### src/rtl/mc_control_fsm.sv
// Multicycle MIPS main controller: Moore FSM sequencing fetch/decode/execute/memory/writeback plus ALU decoder.
// Optional bne/ori support is compiled in when MC_EXT_OPS_EN is defined.
module mc_control_fsm #(
  parameter int STATE_W = 4
) (
  input  logic               clk,
  input  logic               reset,
  input  logic [5:0]         op,
  input  logic [5:0]         funct,
  input  logic               zero,
  output logic               iord,
  output logic               memwrite,
  output logic               irwrite,
  output logic               regdst,
  output logic               memtoreg,
  output logic               regwrite,
  output logic               alusrca,
  output logic [2:0]         alusrcb,
  output logic [1:0]         pcsrc,
  output logic [2:0]         alucontrol,
  output logic               pcen,
  output logic [STATE_W-1:0] state
);

  typedef enum logic [3:0] {
    S_FETCH   = 4'd0,
    S_DECODE  = 4'd1,
    S_MEMADR  = 4'd2,
    S_MEMRD   = 4'd3,
    S_MEMWB   = 4'd4,
    S_MEMWR   = 4'd5,
    S_EXECUTE = 4'd6,
    S_ALUWB   = 4'd7,
    S_BRANCH  = 4'd8,
    S_ADDIEX  = 4'd9,
    S_ADDIWB  = 4'd10,
    S_JUMP    = 4'd11,
    S_BNE     = 4'd12,
    S_ORIEX   = 4'd13
  } state_e;

  localparam logic [5:0] OP_RTYPE = 6'b000000;
  localparam logic [5:0] OP_LW    = 6'b100011;
  localparam logic [5:0] OP_SW    = 6'b101011;
  localparam logic [5:0] OP_BEQ   = 6'b000100;
  localparam logic [5:0] OP_ADDI  = 6'b001000;
  localparam logic [5:0] OP_J     = 6'b000010;
  localparam logic [5:0] OP_BNE   = 6'b000101;
  localparam logic [5:0] OP_ORI   = 6'b001101;

  localparam logic [2:0] ALU_ADD = 3'b010;
  localparam logic [2:0] ALU_SUB = 3'b110;
  localparam logic [2:0] ALU_AND = 3'b000;
  localparam logic [2:0] ALU_OR  = 3'b001;
  localparam logic [2:0] ALU_SLT = 3'b111;

  state_e state_q, state_d, dec_state;
  logic   pcwrite, branch, bne_br;
  logic   memwrite_raw, irwrite_raw, regwrite_raw;

  always_ff @(posedge clk) begin
    if (reset) state_q <= S_FETCH;
    else       state_q <= state_d;
  end

  always_comb begin
    state_d = S_FETCH;
    case (state_q)
      S_FETCH: state_d = S_DECODE;
      S_DECODE: begin
        case (op)
          OP_LW, OP_SW: state_d = S_MEMADR;
          OP_RTYPE:     state_d = S_EXECUTE;
          OP_BEQ:       state_d = S_BRANCH;
          OP_ADDI:      state_d = S_ADDIEX;
          OP_J:         state_d = S_JUMP;
`ifdef MC_EXT_OPS_EN
          OP_BNE:       state_d = S_BNE;
          OP_ORI:       state_d = S_ORIEX;
`endif
          default:      state_d = S_FETCH;
        endcase
      end
      S_MEMADR:  state_d = (op == OP_LW) ? S_MEMRD : S_MEMWR;
      S_MEMRD:   state_d = S_MEMWB;
      S_EXECUTE: state_d = S_ALUWB;
      S_ADDIEX:  state_d = S_ADDIWB;
`ifdef MC_EXT_OPS_EN
      S_ORIEX:   state_d = S_ADDIWB;
`endif
      default:   state_d = S_FETCH;
    endcase
  end

  // Reset makes the decoder present FETCH's datapath selects; write enables are masked below.
  assign dec_state = reset ? S_FETCH : state_q;

  always_comb begin
    iord         = 1'b0;
    memwrite_raw = 1'b0;
    irwrite_raw  = 1'b0;
    regdst       = 1'b0;
    memtoreg     = 1'b0;
    regwrite_raw = 1'b0;
    alusrca      = 1'b0;
    alusrcb      = 3'b000;
    pcsrc        = 2'b00;
    alucontrol   = 3'b000;
    pcwrite      = 1'b0;
    branch       = 1'b0;
    bne_br       = 1'b0;
    case (dec_state)
      S_FETCH: begin
        alusrcb     = 3'b001;
        alucontrol  = ALU_ADD;
        irwrite_raw = 1'b1;
        pcwrite     = 1'b1;
      end
      S_DECODE: begin
        alusrcb    = 3'b011;
        alucontrol = ALU_ADD;
      end
      S_MEMADR, S_ADDIEX: begin
        alusrca    = 1'b1;
        alusrcb    = 3'b010;
        alucontrol = ALU_ADD;
      end
      S_MEMRD: iord = 1'b1;
      S_MEMWB: begin
        memtoreg     = 1'b1;
        regwrite_raw = 1'b1;
      end
      S_MEMWR: begin
        iord         = 1'b1;
        memwrite_raw = 1'b1;
      end
      S_EXECUTE: begin
        alusrca = 1'b1;
        case (funct)
          6'b100010: alucontrol = ALU_SUB;
          6'b100100: alucontrol = ALU_AND;
          6'b100101: alucontrol = ALU_OR;
          6'b101010: alucontrol = ALU_SLT;
          default:   alucontrol = ALU_ADD;
        endcase
      end
      S_ALUWB: begin
        regdst       = 1'b1;
        regwrite_raw = 1'b1;
      end
      S_BRANCH: begin
        alusrca    = 1'b1;
        alucontrol = ALU_SUB;
        pcsrc      = 2'b01;
        branch     = 1'b1;
      end
      S_ADDIWB: regwrite_raw = 1'b1;
      S_JUMP: begin
        pcsrc   = 2'b10;
        pcwrite = 1'b1;
      end
`ifdef MC_EXT_OPS_EN
      S_BNE: begin
        alusrca    = 1'b1;
        alucontrol = ALU_SUB;
        pcsrc      = 2'b01;
        bne_br     = 1'b1;
      end
      S_ORIEX: begin
        alusrca    = 1'b1;
        alusrcb    = 3'b100;
        alucontrol = ALU_OR;
      end
`endif
      default: ;
    endcase
  end

  assign memwrite = memwrite_raw & ~reset;
  assign irwrite  = irwrite_raw & ~reset;
  assign regwrite = regwrite_raw & ~reset;
  assign pcen     = (pcwrite | (branch & zero) | (bne_br & ~zero)) & ~reset;
  assign state    = STATE_W'(state_q);

endmodule
### config.mk
export PLATFORM = sky130hd
export DESIGN_NAME = mc_control_fsm
export DESIGN_NICKNAME = d
export VERILOG_FILES = /design/src/rtl/mc_control_fsm.sv
export SDC_FILE = /design/constraint.sdc
export NUM_CORES = 1
export LEC_CHECK = 0
export BUFFER_PORTS_ARGS = -buffer_cell sky130_fd_sc_hd__buf_4
export CAP_MARGIN = 30
export CELL_PAD_IN_SITES_DETAIL_PLACEMENT = 1
export CELL_PAD_IN_SITES_GLOBAL_PLACEMENT = 2
export CORE_UTILIZATION = 20
export DETAILED_ROUTE_END_ITERATION = 8
export PLACE_DENSITY_LB_ADDON = 0.1
export SLEW_MARGIN = 0
export SYNTH_ARGS = -nofsm -noshare
export SYNTH_HDL_FRONTEND = slang
export SYNTH_SLANG_ARGS = --single-unit
### constraint.sdc
create_clock -name clk -period 2.9 [get_ports clk]
set_clock_uncertainty 0.1 [all_clocks]
set_input_delay 0.29 -clock clk [delete_from_list [all_inputs] [get_ports clk]]
set_output_delay 0.29 -clock clk [all_outputs]
set_load 0.02 [all_outputs]
After elaboration in Yosys (flattened, before gate mapping)
Cells that the tools add are included.
Word-level totals
  bits in registers: 4
  input bits: 15
  output and inout bits: 20
  logic and storage cells: 60
Cells by class
  equal/unequal tests: 25
  multiplexer cells: 17
  bitwise operators: 7
  reductions and logical operators: 10
Operators by type and width (count)
  $eq 6x6->1 const B: 6
  $pmux 4 s6: 1
  $eq 4x3->1 const B: 5
  $eq 4x4->1 const B: 5
  $pmux 4 s5: 1
  $eq 4x2->1 const B: 4
  $pmux 3 s4: 1
  $mux 1: 9
  $pmux 3 s3: 1
  $eq 4x1->1 const B: 2
  $logic_not 4->1: 2
  $reduce_or 2->1: 4
  $reduce_or 4->1: 2
  $eq 6x2->1 const B: 1
  $eq 6x3->1 const B: 1
  $eq 6x4->1 const B: 1
  $logic_not 6->1: 1
  $pmux 2 s3: 1
  $and 1x1->1: 5
  $mux 4: 1
  $pmux 2 s2: 1
  $mux 3: 1
  $reduce_or 3->1: 1
  $not 1->1: 1
  $or 1x1->1: 1

Longest topological paths before layout
Gate-level depths: netlist of run 1.
  word-level depth: 6
  gate-level depth with buffers: 5
  depth with buffers taken out: 4

Worst setup path before layout of run 1
No wires, ideal clock.
  path type: reg2out
  start: reg state_q[1] (netlist: state[1])
  end: out alucontrol[0]
  data arrival time: 1.940 ns
  required time: 2.510 ns
  setup slack: 0.570 ns
  cell stages (with the launch flop): 4
  buffers on the path: 0
  cell sequence: dfxtp_1 > and2b_4 > nand2_4 > a2111oi_0
On the way
  word-level cells in the longest chain between the ends: 4
  elaborated cells on any way between the ends: 9
  classes of those cells: eq/ne (5); mux (2); reduce/logical (2)
Ends and longest elaborated chain
  from (decl): line 57  | state_e state_q, state_d, dec_state;
  from (signal assigned): line 63  | else state_q <= state_d;
  $mux 4 *: line 96  | assign dec_state = reset ? S_FETCH : state_q;
  $eq 4x2->1, or another cell as far along: line 112  | case (dec_state)
  $reduce_or 4->1 (no source line)
  $pmux 3 s3 *: line 112
  to (decl): line 20  | output logic [2:0] alucontrol,
Every way passes the cells marked *; elsewhere a longest branch is shown, timed or not.

Worst setup path after layout of run 1
  start: reg state_q[3] (netlist: state[3])
  end: out alucontrol[0]
The elaborated chain is that of the path after synthesis.

==> flow_summary.yaml, run 1 <==
place:
  placed_cell_area_um2: 786
  port_buffers: 33
  dp_hpwl_um: 1420
  dp.cells: 137
  dp_worst_setup_slack_ns: 1.04
  gp_congestion: 0.792
critical_path:
  critical_path.cell_chain: "and2b_4, nand2_4, a2111oi_0, buf_4"
  r2r.worst_path.cells: 4
  worstPathMaxFanout: 14
  crit_required_ns: 2.51
  crit_path_start: "state[3]"
  cp.arrival_ns: 1.67
  worst_path_max_delay_cell: "dfxtp_1"
  worstSetupPathType: "flip-flop to primary output"
  slowest_delay_ns: 0.42
  reg2reg_from: "state[3]"
  worstSetupEndpointType: "primary output"
  start_kind: "flip-flop"
clocking:
  cts_max_path_buffers: 2
  clkTransAtPathRegs_ns: 0.04
  numCtsBuffers: 3
  hold_buffers: 0
  postCtsSetupBuffers: 0
  ctsHtreeMaxLevel: 1
  clockRootBuffer: "clkbuf_4"
  post_cts_resized: 0
  clkSinkCount: 4
  clkLatencyLatePin_ns: 0.23
  cts_tree: "built"
timing:
  worst_slack_ns: 0.845
  rsz0062_at_grt: "no"
  period_share: 0.709
  relSlewSlack: 0.623
  period_needed_ns: 2.06
  worstMarginPinSlew_ns: 0.564
  fin_setup_tns_ns: 0
  holdWs_ns: 0.241
  hold_violations: 0
  slew_violations: 0
  finalSetupViolations: 0
  fmax_ghz: 0.487
routing:
  vias: 692
  viasPerCell: 4.94
  first_iter_violations: 7
  post_drt_wl_per_cell_um: 12.8
  firstDrtPassIters: 2
  ant_nets: 0
  wirelength_um: 1800
  drc: 0
pwr:
  ir_worst_vdd_uv: 177
  power_mw: 0.199
  p_leak_nw: 0.350
  p_per_area_nw_per_um2: 246
floorplan:
  ios: 35
  core_area_um2: 2480
  die_h_um: 53.3
  start_util: 0.213
  die_x_um: 53.3
  rows: 18
  dieArea_um2: 2840
synthesis:
  synth_edf_count: 0
  async_reset_ff_frac: 0
  syn_nets: 94
  syn_area_per_cell_um2: 6.67
  ys_ff_latch: 4
  synth_area_um2: 527
  synthesis.instances: 79
  ys_types: 32
  synth_flop_cell: "dfxtp_1"
  yosysWarnings: 0
  yosysSeqAreaShare: 0.152
global_routing:
  track_usage: 0.137
  grt_overflow: 0
  grt_max_degree: 17
  grt_pass1_wl_um: 2880
  grt_antenna_before_repair: 0
  grt_pass1_vias: 628
finish:
  drive_above_1_share: 0.391
  largest_reg_flops: 4
  utilization: 0.326
  fin_cells: 140
  layout_common_cells: "buf_4 (33), nor3_1 (10), nor2_1 (7), nand2_1 (7)"
  diodes: 0
  finalInstanceArea_um2: 808
  nets: 127
  final_common_cell: "buf_4"
  area_growth_pct: 53.4
hold_path:
  min_path_type: "input pin to flip-flop"
  whs_path_depth: 2
  hp-start: "reset"
outcome:
  outcome: "complete, no violations"
flow_run:
  drv_cap: 0
## layout make-up
| cell class | count | area, µm² |
|---|---|---|
| clock buffers | 3 | 22.5 |
| fillers | 330 | 1670 |
| multi-input cells | 70 | 420 |
| well taps | 30 | 37.5 |
| flip-flops and latches | 4 | 80.1 |
| repair buffers | 33 | 248 |
## routing by layer
layer	track usage	vias up	wire [µm]
met5	0	-	0
met4	0.0132	0	0
met3	0.0287	0	97
met2	0.246	20	912
met1	0.169	321	787
li1	-	351	-
## final timing paths
check                        to  slack [ns]
setup / recovery  alucontrol[0]        0.84
hold / removal         state[2]        0.24
setup reg to reg       state[2]        1.30
hold reg to reg        state[3]        0.60
## report_power, final
group	internal (mW)	switching (mW)	total, mW	leakage, nW
sequential	0.0569	0.00681	0.0637	0.0326
combinational	0.0319	0.0339	0.0658	0.304
clock	0.0463	0.0233	0.0697	0.0138
## Yosys cell counts, drive strengths merged (2+ instances only)
cell type / instances / area share
a21oi: 3 / 0.028
and2b: 2 / 0.033
buf: 2 / 0.028
clkbuf: 3 / 0.021
dfxtp: 4 / 0.15
nand2: 8 / 0.071
nand2b: 4 / 0.047
nand3: 4 / 0.038
nand4: 3 / 0.036
nor2: 7 / 0.050
nor2b: 4 / 0.047
nor3: 11 / 0.11
nor4: 2 / 0.024
o21a: 3 / 0.043
o21ai: 4 / 0.038
xor2: 2 / 0.033
## cells by family (layout without fill, tap and decap cells)
kind of cell           count (synthesis)  in the layout  synth area share
AO/OA/AOI/OAI                         17             17             0.226
multiplexers                           1              1            0.0214
XOR/XNOR                               2              2            0.0333
other                                  1              1           0.00712
flip-flops                             4              4             0.152
AND/OR/NAND/NOR                       49             49             0.511
buffers and inverters                  5             36            0.0499
## worst max-delay path, delay by kind of cell (launching register included)
family	cells	cell delay, ns
flops	1	0.42
buf+inv	1	0.21
compound gates	1	0.40
simple gates	2	0.40
Power figures use the tool's default switching activity.
==> run 2: changes to the inputs <==
--- a/config.mk
+++ b/config.mk
@@ -9,7 +9,7 @@
 export CAP_MARGIN = 30
 export CELL_PAD_IN_SITES_DETAIL_PLACEMENT = 1
 export CELL_PAD_IN_SITES_GLOBAL_PLACEMENT = 2
-export CORE_UTILIZATION = 20
+export CORE_UTILIZATION = 17
 export DETAILED_ROUTE_END_ITERATION = 8
 export PLACE_DENSITY_LB_ADDON = 0.1
 export SLEW_MARGIN = 0
==> constraint.sdc (replaced) <==
create_clock -name clk -period 1.65 [get_ports clk]
set_clock_uncertainty 0.1 [all_clocks]
set_input_delay 0.165 -clock clk [delete_from_list [all_inputs] [get_ports clk]]
set_output_delay 0.165 -clock clk [all_outputs]
set_load 0.02 [all_outputs]
==> run 2 against run 1 <==
- the flow now finishes with violations (DRC, setup timing)
- wire length up 15%
- sequential power rose by 68%
- via count is 7.1% higher
- critical path type unchanged
- largest cell class unchanged
==> flow_summary.yaml, run 2 (synthesized netlist as in run 1, its figures left out) <==
routing:
  ant_nets: 0
  first_iter_violations: 19
  wirelength_met1_um: 887
  wl_met3_um: 124
  dr.max_layer_used: "met4"
  viasPerCell: 4.88
  post_drt_wl_per_cell_um: 13.6
  firstDrtPassIters: 6
  drc: 4
  wirelength_um: 2070
  met2_wirelength_um: 1000
  vias: 741
finish:
  layout_common_cells: "buf_4 (44), nand2_1 (7), nor3_1 (6), nor2_1 (6)"
  area_growth_pct: 83.4
  fin_cells: 152
  fillers: 348
  nets: 138
  drive_above_1_share: 0.554
  final_common_cell: "buf_4"
  finalInstanceArea_um2: 966
  largest_reg_flops: 4
  diodes: 0
pwr:
  p_leak_nw: 0.418
  power_mw: 0.382
  p_per_area_nw_per_um2: 396
  ir_worst_vdd_uv: 222
timing:
  slew_violations: 0
  hold_violations: 0
  period_share: 1.01
  fmax_ghz: 0.598
  worst_slack_ns: -0.0217
  period_needed_ns: 1.67
  rsz0062_at_grt: "yes"
  finalSetupViolations: 2
global_routing:
  grt_antenna_before_repair: 0
  track_usage: 0.138
  grt_max_degree: 15
  grt_overflow: 0
  grt_pass1_wl_um: 3540
  grt_pass1_vias: 779
critical_path:
  crit_required_ns: 1.38
  start_kind: "flip-flop"
  worstPathMaxFanout: 7
  crit_end: "pcen"
  r2r.worst_path.cells: 5
  cp.arrival_ns: 1.41
  worstSetupPathType: "flip-flop to primary output"
  reg2reg_from: "state[3]"
  crit_path_start: "state[1]"
  crit-reg2reg-capture: "state[2]"
  r2r_setup_slack_ns: 0.11
  worstSetupEndpointType: "primary output"
floorplan:
  start_util: 0.185
  die_h_um: 57.7
  dieArea_um2: 3330
  rows: 19
  core_area_um2: 2850
  ios: 35
  die_x_um: 57.7
clocking:
  ctsHtreeMaxLevel: 1
  numCtsBuffers: 3
  cts_tree: "built"
  clockRootBuffer: "clkbuf_4"
  clkTransAtPathRegs_ns: 0.04
  cts_max_path_buffers: 2
  clkSinkCount: 4
  clkLatencyLatePin_ns: 0.25
flow_run:
  drv_cap: 0
place:
  port_buffers: 33
  dp_hpwl_um: 1660
  gp_congestion: 0.763
  dp_worst_setup_slack_ns: 0.0736
  dp.cells: 147
  placed_cell_area_um2: 891
outcome:
  violations: "DRC, setup timing"
  outcome: "finished, violations left"
hold_path:
  min_path_type: "input pin to flip-flop"
==> run 2: worst min path at each step <==
stage                      from       end  slack (ns)  depth (start not counted)
final                     reset  state[2]        0.13                          2
after global routing      op[4]  state[0]        0.14                          4
after CTS                 reset  state[2]        0.13                          2
after detailed placement  reset  state[2]        0.39                          2
after global placement    reset  state[2]        0.40                          2
after floorplan           reset  state[0]        0.24                          3
==> run 2: final cells by class <==
class / instances / area [µm²] / area share
multi-input cells: 70 / 484 / 0.501
repair buffers: 44 / 330 / 0.342
flip-flops and latches: 4 / 90.1 / 0.0933
well taps: 31 / 38.8 / 0.0402
clock buffers: 3 / 22.5 / 0.0233
==> run 2: critical path, cell delays in order, from the launching register on <==
cell     delay (ns)
dfxtp_2        0.34
or3_1          0.43
nor3_4         0.14
a211o_1        0.11
buf_4          0.13
==> run 2: timing repair <==
action                     CTS  global route
pin swaps                    1             1
setup endpoints to repair   12             9
hold buffers                 0             0
buffers inserted             2             0
gates resized for setup     10             2
==> run 2: per-stage QoR <==
step | setup TNS (ns) | util | hold WS, ns
6_report | -0.0338 | 0.339 | 0.131
3_5_place_dp | 0 | 0.312 | 0.387
2_1_floorplan | -0.0684 | - | 0.244
5_1_grt | -0.530 | 0.339 | 0.141
4_1_cts | -0.158 | 0.337 | 0.127
3_3_place_gp | 0 | 0.312 | 0.395
==> run 2: where the power goes <==
group	switching [mW]	leakage, nW	total, mW	internal, mW
Clock	0.0529	0.0138	0.135	0.0822
Sequential	0.00917	0.0349	0.107	0.0976
Combinational	0.0720	0.369	0.140	0.0684
Total	0.134	0.418	0.382	0.248
==> run 2: per-layer routing <==
| metal | vias up | GRT usage |
|---|---|---|
| met5 | - | 0 |
| met4 | 0 | 0.0748 |
| met3 | 4 | 0.0268 |
| met2 | 25 | 0.248 |
| met1 | 342 | 0.153 |
| li1 | 370 | - |
